`config.mk`:
```
export PLATFORM = sky130hd
export DESIGN_NAME = game_info_keeper
export DESIGN_NICKNAME = d
export VERILOG_FILES = /design/src/rtl/game_pkg.sv /design/src/rtl/sat_score_adder.sv /design/src/rtl/game_info_keeper.sv
export SDC_FILE = /design/constraint.sdc
export NUM_CORES = 1
export LEC_CHECK = 0
export CAP_MARGIN = 20
export CORE_MARGIN = 5
export CORE_UTILIZATION = 59
export DETAILED_ROUTE_END_ITERATION = 7
export GPL_TIMING_DRIVEN = 0
export MAX_ROUTING_LAYER = met4
export PLACE_DENSITY = 0.84
export SYNTH_ARGS = -nofsm -noshare
export SYNTH_HDL_FRONTEND = slang
export SYNTH_SLANG_ARGS = --single-unit
```
`constraint.sdc`:
```
create_clock -name clk -period 10.9 [get_ports clk]
set_input_delay 1.09 -clock clk [delete_from_list [all_inputs] [get_ports clk]]
set_output_delay 1.09 -clock clk [all_outputs]
set_load 0.02 [all_outputs]
```
`src/rtl/game_pkg.sv`:
```
// game_pkg: shared types and constants for the game info keeper.
//   - Field widths for score, lives, level, dot count and the internal score sum.
//   - Default point values and limits used as parameter defaults.
//   - gameState_e: the life-cycle of one board.
package game_pkg;

  localparam int unsigned ScoreW = 14;
  localparam int unsigned HpW    = 2;
  localparam int unsigned LevelW = 4;
  localparam int unsigned DotsW  = 8;
  // One extra bit so the raw sum can exceed the score range before clamping.
  localparam int unsigned SumW   = 15;

  localparam int unsigned DefInitHp       = 3;
  localparam int unsigned DefTotalDots    = 150;
  localparam int unsigned DefInvulnCycles = 120;
  localparam int unsigned DefScoreMax     = 9999;
  localparam int unsigned DefDotPts       = 10;
  localparam int unsigned DefBigPts       = 50;
  localparam int unsigned DefGhostPts     = 200;
  localparam int unsigned DefMaxLevel     = 15;

  typedef enum logic [2:0] {
    StIdle,
    StActive,
    StHitLock,
    StDoneWin,
    StDoneLose
  } gameState_e;

endpackage

```
`src/rtl/sat_score_adder.sv`:
```
// sat_score_adder: adds the points of up to three simultaneous scoring events
// to the current score and clamps the result at SCORE_MAX.
//   score    in  current score
//   dotEn    in  add DOT_PTS
//   bigEn    in  add BIG_PTS
//   ghostEn  in  add GHOST_PTS
//   satScore out updated score, never above SCORE_MAX
module sat_score_adder
  import game_pkg::*;
#(
  parameter int unsigned DOT_PTS   = DefDotPts,
  parameter int unsigned BIG_PTS   = DefBigPts,
  parameter int unsigned GHOST_PTS = DefGhostPts,
  parameter int unsigned SCORE_MAX = DefScoreMax
) (
  input  logic [ScoreW-1:0] score,
  input  logic              dotEn,
  input  logic              bigEn,
  input  logic              ghostEn,
  output logic [ScoreW-1:0] satScore
);

  logic [SumW-1:0] sum;

  always_comb begin
    sum = {1'b0, score};
    if (dotEn)   sum = sum + SumW'(DOT_PTS);
    if (bigEn)   sum = sum + SumW'(BIG_PTS);
    if (ghostEn) sum = sum + SumW'(GHOST_PTS);
    satScore = (sum > SumW'(SCORE_MAX)) ? ScoreW'(SCORE_MAX) : sum[ScoreW-1:0];
  end

endmodule

```
`src/rtl/game_info_keeper.sv`:
```
// game_info_keeper: keeps score, lives, level and remaining dots for one game and
// tracks the board life-cycle (idle, playing, post-hit lockout, won, lost).
//   clk        in  system clock
//   resetN     in  synchronous reset, 1 = reset
//   initGame   in  load a fresh board and return to idle
//   playGame   in  game running; gates all event counting
//   resetInfo  in  clear score, restore lives, back to level 1
//   nextLevel  in  advance one level per rising edge
//   dotEaten, bigDotEaten, ghostEaten, pacmanHit  in  event pulses
//   score, hp, level, dotsLeft  out  registered game counters
//   respawn    out one-cycle pulse after a non-fatal hit
//   win, lose  out held while the board is won / lost
module game_info_keeper
  import game_pkg::*;
#(
  parameter int unsigned INIT_HP       = DefInitHp,
  parameter int unsigned TOTAL_DOTS    = DefTotalDots,
  parameter int unsigned INVULN_CYCLES = DefInvulnCycles,
  parameter int unsigned SCORE_MAX     = DefScoreMax,
  parameter int unsigned DOT_PTS       = DefDotPts,
  parameter int unsigned BIG_PTS       = DefBigPts,
  parameter int unsigned GHOST_PTS     = DefGhostPts,
  parameter int unsigned MAX_LEVEL     = DefMaxLevel
) (
  input  logic              clk,
  input  logic              resetN,
  input  logic              initGame,
  input  logic              playGame,
  input  logic              resetInfo,
  input  logic              nextLevel,
  input  logic              dotEaten,
  input  logic              bigDotEaten,
  input  logic              ghostEaten,
  input  logic              pacmanHit,
  output logic [ScoreW-1:0] score,
  output logic [HpW-1:0]    hp,
  output logic [LevelW-1:0] level,
  output logic [DotsW-1:0]  dotsLeft,
  output logic              respawn,
  output logic              win,
  output logic              lose
);

  localparam int unsigned TimerW = $clog2(INVULN_CYCLES + 1);

  gameState_e        state, stateNext;
  logic [TimerW-1:0] timer, timerNext;
  logic              nextLevelPrev;

  logic              eventsOn;
  logic              dotCnt, bigCnt, ghostCnt;
  logic [1:0]        dotDec;
  logic [DotsW-1:0]  dotsAfter;
  logic              lastDot;
  logic              hitTaken;
  logic              lastLife;
  logic              nextLevelRise;
  logic [ScoreW-1:0] scoreSum;

  // initGame overrides everything else in its cycle, including events.
  assign eventsOn = playGame && !initGame && (state == StActive || state == StHitLock);
  assign dotCnt   = eventsOn && dotEaten;
  assign bigCnt   = eventsOn && bigDotEaten;
  assign ghostCnt = eventsOn && ghostEaten;

  assign dotDec    = {1'b0, dotCnt} + {1'b0, bigCnt};
  assign dotsAfter = (dotsLeft > {{(DotsW-2){1'b0}}, dotDec}) ?
                     dotsLeft - {{(DotsW-2){1'b0}}, dotDec} : '0;
  assign lastDot   = (dotCnt || bigCnt) && (dotsAfter == '0);

  // Clearing the board wins over a simultaneous hit.
  assign hitTaken      = eventsOn && pacmanHit && (state == StActive) && !lastDot;
  assign lastLife      = (hp <= 2'd1);
  assign nextLevelRise = nextLevel && !nextLevelPrev;

  sat_score_adder #(
    .DOT_PTS   (DOT_PTS),
    .BIG_PTS   (BIG_PTS),
    .GHOST_PTS (GHOST_PTS),
    .SCORE_MAX (SCORE_MAX)
  ) u_sat_score_adder (
    .score    (score),
    .dotEn    (dotCnt),
    .bigEn    (bigCnt),
    .ghostEn  (ghostCnt),
    .satScore (scoreSum)
  );

  always_comb begin
    stateNext = state;
    timerNext = timer;
    unique case (state)
      StIdle: begin
        if (playGame) stateNext = StActive;
      end
      StActive: begin
        if (lastDot) begin
          stateNext = StDoneWin;
        end else if (hitTaken) begin
          if (lastLife) begin
            stateNext = StDoneLose;
          end else begin
            stateNext = StHitLock;
            timerNext = TimerW'(INVULN_CYCLES);
          end
        end
      end
      StHitLock: begin
        timerNext = (timer != '0) ? timer - 1'b1 : '0;
        if (lastDot) begin
          stateNext = StDoneWin;
          timerNext = '0;
        end else if (timerNext == '0) begin
          stateNext = StActive;
        end
      end
      StDoneWin, StDoneLose: ;
      default: stateNext = StIdle;
    endcase
    if (initGame) begin
      stateNext = StIdle;
      timerNext = '0;
    end
  end

  always_ff @(posedge clk) begin
    if (resetN) begin
      state         <= StIdle;
      timer         <= '0;
      nextLevelPrev <= 1'b0;
      score         <= '0;
      hp            <= HpW'(INIT_HP);
      level         <= LevelW'(1);
      dotsLeft      <= DotsW'(TOTAL_DOTS);
      respawn       <= 1'b0;
      win           <= 1'b0;
      lose          <= 1'b0;
    end else begin
      state         <= stateNext;
      timer         <= timerNext;
      nextLevelPrev <= nextLevel;
      respawn       <= hitTaken && !lastLife;
      win           <= (stateNext == StDoneWin);
      lose          <= (stateNext == StDoneLose);
      dotsLeft      <= initGame ? DotsW'(TOTAL_DOTS) : dotsAfter;
      if (resetInfo) begin
        score <= '0;
        hp    <= HpW'(INIT_HP);
        level <= LevelW'(1);
      end else begin
        score <= scoreSum;
        if (hitTaken) hp <= lastLife ? '0 : hp - 2'd1;
        if (nextLevelRise && level < LevelW'(MAX_LEVEL)) level <= level + 4'd1;
      end
    end
  end

endmodule

```
## Yosys cells after proc, flatten, opt, wreduce, memory -nomap -nowiden

Index checks and enable logic that the tools add are counted.

| storage, ports and cells | value |
|---|---|
| flip-flop bits (word level) | 42 |
| input bits | 10 |
| output and inout bits | 31 |
| logic and storage cells | 80 |

| operators by class | value |
|---|---|
| add/sub/neg operators | 8 |
| $lt $le $gt $ge | 4 |
| equality and inequality tests | 9 |
| multiplexer cells | 20 |
| reductions and logical operators | 28 |

Operator list:

| cell | number |
|---|---|
| $mux W15 | 3 |
| $mux W7 | 5 |
| $mux W3 | 7 |
| $add A14 B4 Y15 const B | 1 |
| $add A15 B6 Y15 const B | 1 |
| $add A15 B8 Y15 const B | 1 |
| $gt A15 B14 Y1 const B | 1 |
| $mux W14 | 1 |
| $pmux W7 S2 | 1 |
| $logic_and A1 B1 Y1 | 12 |
| $pmux W3 S4 | 1 |
| $eq A3 B2 Y1 const B | 3 |
| $gt A8 B2 Y1 | 1 |
| $logic_not A8 Y1 | 1 |
| $mux W8 | 1 |
| $sub A8 B2 Y8 | 1 |
| $logic_not A7 Y1 | 1 |
| $reduce_bool A7 Y1 | 1 |
| $sub A7 B1 Y7 const B | 1 |
| $eq A3 B3 Y1 const B | 2 |
| $ne A2 B2 Y1 const B | 3 |
| $reduce_or A2 Y1 | 3 |
| $add A4 B1 Y4 const B | 1 |
| $logic_not A1 Y1 | 4 |
| other kinds (11) | 12 |

## Longest topological paths before layout

| logic depth | value |
|---|---|
| depth in word-level cells | 16 |
| gate-level depth with buffers | 17 |
| mapped depth without buffers | 15 |

## By module

A second synthesis with hierarchy kept.

| unflattened totals | value |
|---|---|
| cell total of the unflattened synthesis | 412 |
| area total of the unflattened synthesis | 3473.3 µm² |

By module, submodules not included:

| module | instances | cells each | area an instance (µm²) |
|---|---|---|---|
| game_info_keeper | 1 | 222 | 2001.9 |
| sat_score_adder | 1 | 190 | 1471.4 |

## Worst setup path before layout

OpenSTA, ideal clock, no wires.

| timing | value |
|---|---|
| path type | input-to-reg |
| from | in initGame |
| to | reg win |
| setup time | 96 ps |
| arrival time | 4192 ps |
| required time | 10804 ps |
| path slack | 6612 ps |
| stages | 15 |
| buffers on the path | 1 |
| cell sequence | nor3b_1 -> and3_1 -> buf_2 -> ha_1 -> inv_1 -> ha_1 -> a21o_1 -> nor2_1 -> xnor2_1 -> a41oi_1 -> nor3_1 -> or2_2 -> o21ai_0 -> a2111oi_0 -> nor4b_1 |

| between the ends | value |
|---|---|
| longest elaborated chain between the ends | 16 |
| elaborated cells on any way between the ends | 22 |
| classes of those cells | add/sub (2); order compare (1); eq/ne (1); mux (6); reduce/logical (12) |

Ends and longest elaborated chain:

| item | RTL line | source |
|---|---|---|
| from (decl) | game_info_keeper.sv:27 | `input logic initGame,` |
| $logic_not A1 Y1 | game_info_keeper.sv:61 | `assign eventsOn = playGame && !initGame && (state == StActive \|\| state == StHitLock);` |
| $logic_and A1 B1 Y1 (2 in a row) | game_info_keeper.sv:61 |  |
| $logic_and A1 B1 Y1, on equally long branches | game_info_keeper.sv:62, game_info_keeper.sv:63 |  |
| $add A1 B1 Y2 | game_info_keeper.sv:66 | `assign dotDec = {1'b0, dotCnt} + {1'b0, bigCnt};` |
| $sub A8 B2 Y8 / $gt A8 B2 Y1 (equally long branches) | game_info_keeper.sv:68, game_info_keeper.sv:67 |  |
| $mux W8 | game_info_keeper.sv:67 | `assign dotsAfter = (dotsLeft > {{(DotsW-2){1'b0}}, dotDec}) ?` |
| $logic_not A8 Y1 | game_info_keeper.sv:69 | `assign lastDot = (dotCnt \|\| bigCnt) && (dotsAfter == '0);` |
| $logic_and A1 B1 Y1 | game_info_keeper.sv:69 |  |
| $logic_not A1 Y1 | game_info_keeper.sv:72 | `assign hitTaken = eventsOn && pacmanHit && (state == StActive) && !lastDot;` |
| $logic_and A1 B1 Y1 | game_info_keeper.sv:72 |  |
| $mux W3 | game_info_keeper.sv:99 | `end else if (hitTaken) begin` |
| $mux W3 | game_info_keeper.sv:97 | `if (lastDot) begin` |
| $pmux W3 S4 | game_info_keeper.sv:92 | `unique case (state)` |
| $mux W3 (*) | game_info_keeper.sv:120 | `if (initGame) begin` |
| $eq A3 B2 Y1 (*) | game_info_keeper.sv:143 | `win <= (stateNext == StDoneWin);` |
| to (signal assigned) | game_info_keeper.sv:143 |  |
| to (decl) | game_info_keeper.sv:40 | `output logic win,` |

Every way passes the cells marked *; elsewhere a longest branch is shown, timed or not.
A chain may end at the register's enable or synchronous reset.

## Worst setup path after layout

| timing | value |
|---|---|
| from | in playGame |
| to | reg win |

| between the ends | value |
|---|---|
| longest elaborated chain between the ends | 15 |
| elaborated cells on any way between the ends | 22 |
| classes of those cells | add/sub (2); order compare (1); eq/ne (1); mux (7); reduce/logical (11) |

Ends and longest elaborated chain:

| item | RTL line | source |
|---|---|---|
| from (decl) | game_info_keeper.sv:28 | `input logic playGame,` |
| $logic_and A1 B1 Y1 (2 in a row) | game_info_keeper.sv:61 |  |
| $logic_and A1 B1 Y1, on equally long branches | game_info_keeper.sv:62, game_info_keeper.sv:63 |  |
| $add A1 B1 Y2 | game_info_keeper.sv:66 |  |
| $sub A8 B2 Y8 / $gt A8 B2 Y1 (equally long branches) | game_info_keeper.sv:68, game_info_keeper.sv:67 |  |
| $mux W8 | game_info_keeper.sv:67 |  |
| $logic_not A8 Y1 | game_info_keeper.sv:69 |  |
| $logic_and A1 B1 Y1 | game_info_keeper.sv:69 |  |
| $logic_not A1 Y1 | game_info_keeper.sv:72 |  |
| $logic_and A1 B1 Y1 | game_info_keeper.sv:72 |  |
| $mux W3 | game_info_keeper.sv:99 |  |
| $mux W3 | game_info_keeper.sv:97 |  |
| $pmux W3 S4 (*) | game_info_keeper.sv:92 |  |
| $mux W3 (*) | game_info_keeper.sv:120 |  |
| $eq A3 B2 Y1 (*) | game_info_keeper.sv:143 |  |

Marked as above.

==> impl_metrics.toml <==
[critical_path]
critical_path_class = "in -> reg"
critical-path-top-delay-family = "simple AND/OR/NAND/NOR gates"
crit_slowest_cell = "nor3_1"
path_cells = "clkdlybuf4s50_1 > nor3b_1 > and3_1 > buf_2 > ha_1 > inv_1 > ha_1 > a21o_1 > nor2_1 > xnor2_1 > a41oi_1 > nor3_1 > or2_2 > o21ai_0 > a2111oi_0 > nor4b_1"
crit_buf_inv = 3
critPathMaxFanout = 9
cp-end-kind = "register"
critical_path_required_ns = 11.08
arrival_ns = 5.63
slowest_delay_ns = 0.74
cp-start-kind = "primary input"
cp_common_cell = "ha_1"

[drt]
drtAntennaViolNets = 0
drtPass1Iterations = 5
routed_wl_um = 8080
via_count = 3163
wl_per_cell_um = 15.4
drc = 0
via_per_inst = 6.01
drtIter0Drc = 271

[sta]
holdWs_ns = 0.516
relSlewSlack_pct = 40.1
max_freq_mhz = 184
period_needed_ns = 5.45
skew_ns = 0.00867
fin_setup_tns_ns = 0
hold_violations = 0
worst_pin_slew_ns = 0.892
rsz0062_at_grt = "false"
drv_slew = 0
setup_violations = 0
post-route-period-util_pct = 50.0

[grt]
antenna_found_initial = 0
grt-ovfl-total = 0
grt_max_degree = 13
grt_pass1_wl_um = 13700
grt_pass1_vias = 2960
grt_usage_pct = 23.6

[cts]
ctsResizeCount = 0
cts_inserted_buffers = 5
tritoncts = "done"
clockRootBuffer = "clkbuf_8"
cts.reportedPaths.clkPinSlew_ns = 0.08
ctsLongestPathBuffers = 2
cts_num_sinks = 42
htree_levels = 2
cts_hold_buffers = 0
post_cts_buffers = 0
clock_latency_ns = 0.30

[finish]
n_antenna_cell = 0
num-nets-final = 475
drive_above_1_share_pct = 10.6
area_growth_pct = 17.4

[power]
powerDensity_nw_per_um2 = 73.0
power.leakage_nw = 1.45
vdd_drop_max_v = 0.0000805

[floorplanning]
die_w_um = 84.6
fp.dieH_um = 84.6
num_rows = 27
num_io_pins = 41
die_area_um2 = 7150
initial_utilization_pct = 60.0
core_um2 = 5470

[place]
gp_congestion = 0.924
dp_hpwl_um = 6200
portBuffers = 40

[logic_synthesis]
async_flop_share_pct = 0
synth-seq-cells = 42
synthFlopType = "dfxtp_1"
synth_edf_count = 0
yosys_warnings = 0
synth_nets = 428
synth-seq-area-share_pct = 25.6
synth_cell_type_count = 76
synth.area.top_cells = "dfxtp_1 (26%), xnor2_1 (6.9%), xor2_1 (5.3%)"
synth_top_area_share_pct = 25.6
postSynthCellCount = 407
synth_top_area_cell = "dfxtp_1"
avgSynthCellArea_um2 = 8.06
synth_area_um2 = 3280

[flow_run]
maxCapViolCount = 0

[outcome]
run_status = "finished clean"

[worst_hold_path]
hold_class = "reg -> reg"
-- report_power, final --
| group | internal (mW) | switching, mW |
|---|---|---|
| Sequential | 0.155 | 0.00152 |
| Combinational | 0.0108 | 0.0147 |
| Clock | 0.0440 | 0.0557 |
-- metrics by stage --
step           power [mW]  instance area [um^2]  instances  setup WS (ns)  utilization (%)
5_1_grt             0.291                  3850        526           5.09             70.4
2_1_floorplan       0.176                  3280        407           6.61                -
6_report            0.281                  3850        526           5.45             70.4
3_3_place_gp        0.184                  3770        519           5.27             68.9
3_5_place_dp        0.185                  3770        519           5.24             68.9
4_1_cts             0.282                  3850        526           5.49             70.4
-- placed cells by master, fill, tap and decap left out, types with 6 or more instances in the layout --
cell type,count
nand4_1,6
a21oi_1,21
nor3_1,20
nor2_1,38
nand2_1,31
clkbuf_1,9
dfxtp_1,42
and3_1,9
inv_1,14
ha_1,10
nand3_1,18
o21ai_0,19
xnor2_1,26
xor2_1,20
clkdlybuf4s50_1,40
-- state kept, by name (all words and copies together) (netlist names) --
signal and count:
score 14, dotsLeft 8, timer 7, level 4, state 3, hp 2
lose 1, nextLevelPrev 1, respawn 1, win 1
-- worst reg2reg max path, cell delays in order (launching register included) --
cell and delay (ns):
dfxtp_1 0.30, buf_4 0.15, nor3b_1 0.54, and3_1 0.25, buf_2 0.19, ha_1 0.17, inv_1 0.06, ha_1 0.29
a21o_1 0.21, nor2_1 0.11, xnor2_1 0.15, a41oi_1 0.14, nor3_1 0.74, or2_2 0.25, o21ai_0 0.07, a2111oi_0 0.49
nor4b_1 0.33
-- path summary, 6_finish.rpt --
kind              startpoint    end  slack (ns)  cells past startpoint
setup reg to reg    state[2]    win        6.33                     16
hold / removal         hp[1]  hp[1]        0.52                      2
setup / recovery    playGame    win        5.45                     16
hold reg to reg        hp[1]  hp[1]        0.52                      2
-- cell type report --
class | count | area, um^2
inverter | 16 | 60.1
clock buffer | 6 | 72.6
timing repair buffer | 40 | 400
sequential | 42 | 841
clock inverter | 1 | 7.51
tap | 72 | 90.1
fill | 478 | 1620
multi-input combinational | 331 | 2280
buffer | 18 | 96.3
-- logic make-up after synthesis --
family / after synthesis / share of synthesized area (%)
buf+inv: 34 / 4.77
flops: 42 / 25.6
simple gates: 173 / 29.8
mux: 3 / 0.915
compound gates: 96 / 21.2
fa+ha+maj: 11 / 4.42
xor+xnor: 48 / 13.3
-- synth_stat cells, types with 6 or more instances --
cell and n:
xnor2_1 26, o21ai_0 19, xor2_1 20, and3_1 9, nor3_1 20, nand3_1 18
dfxtp_1 42, inv_1 14, nand4_1 6, clkbuf_1 8, nor2_1 38, a21oi_1 21
ha_1 10, nand2_1 31
-- per-layer routing --
metal | track usage [%] | share of wire [%] | up-vias
li1 | - | - | 1571
met5 | - | 0 | -
met4 | 7.91 | 2.2 | 0
met1 | 32.1 | 46 | 1441
met2 | 35.2 | 45 | 133
met3 | 4.42 | 7.5 | 18
No activity file was read; power rests on OpenSTA's default activity.
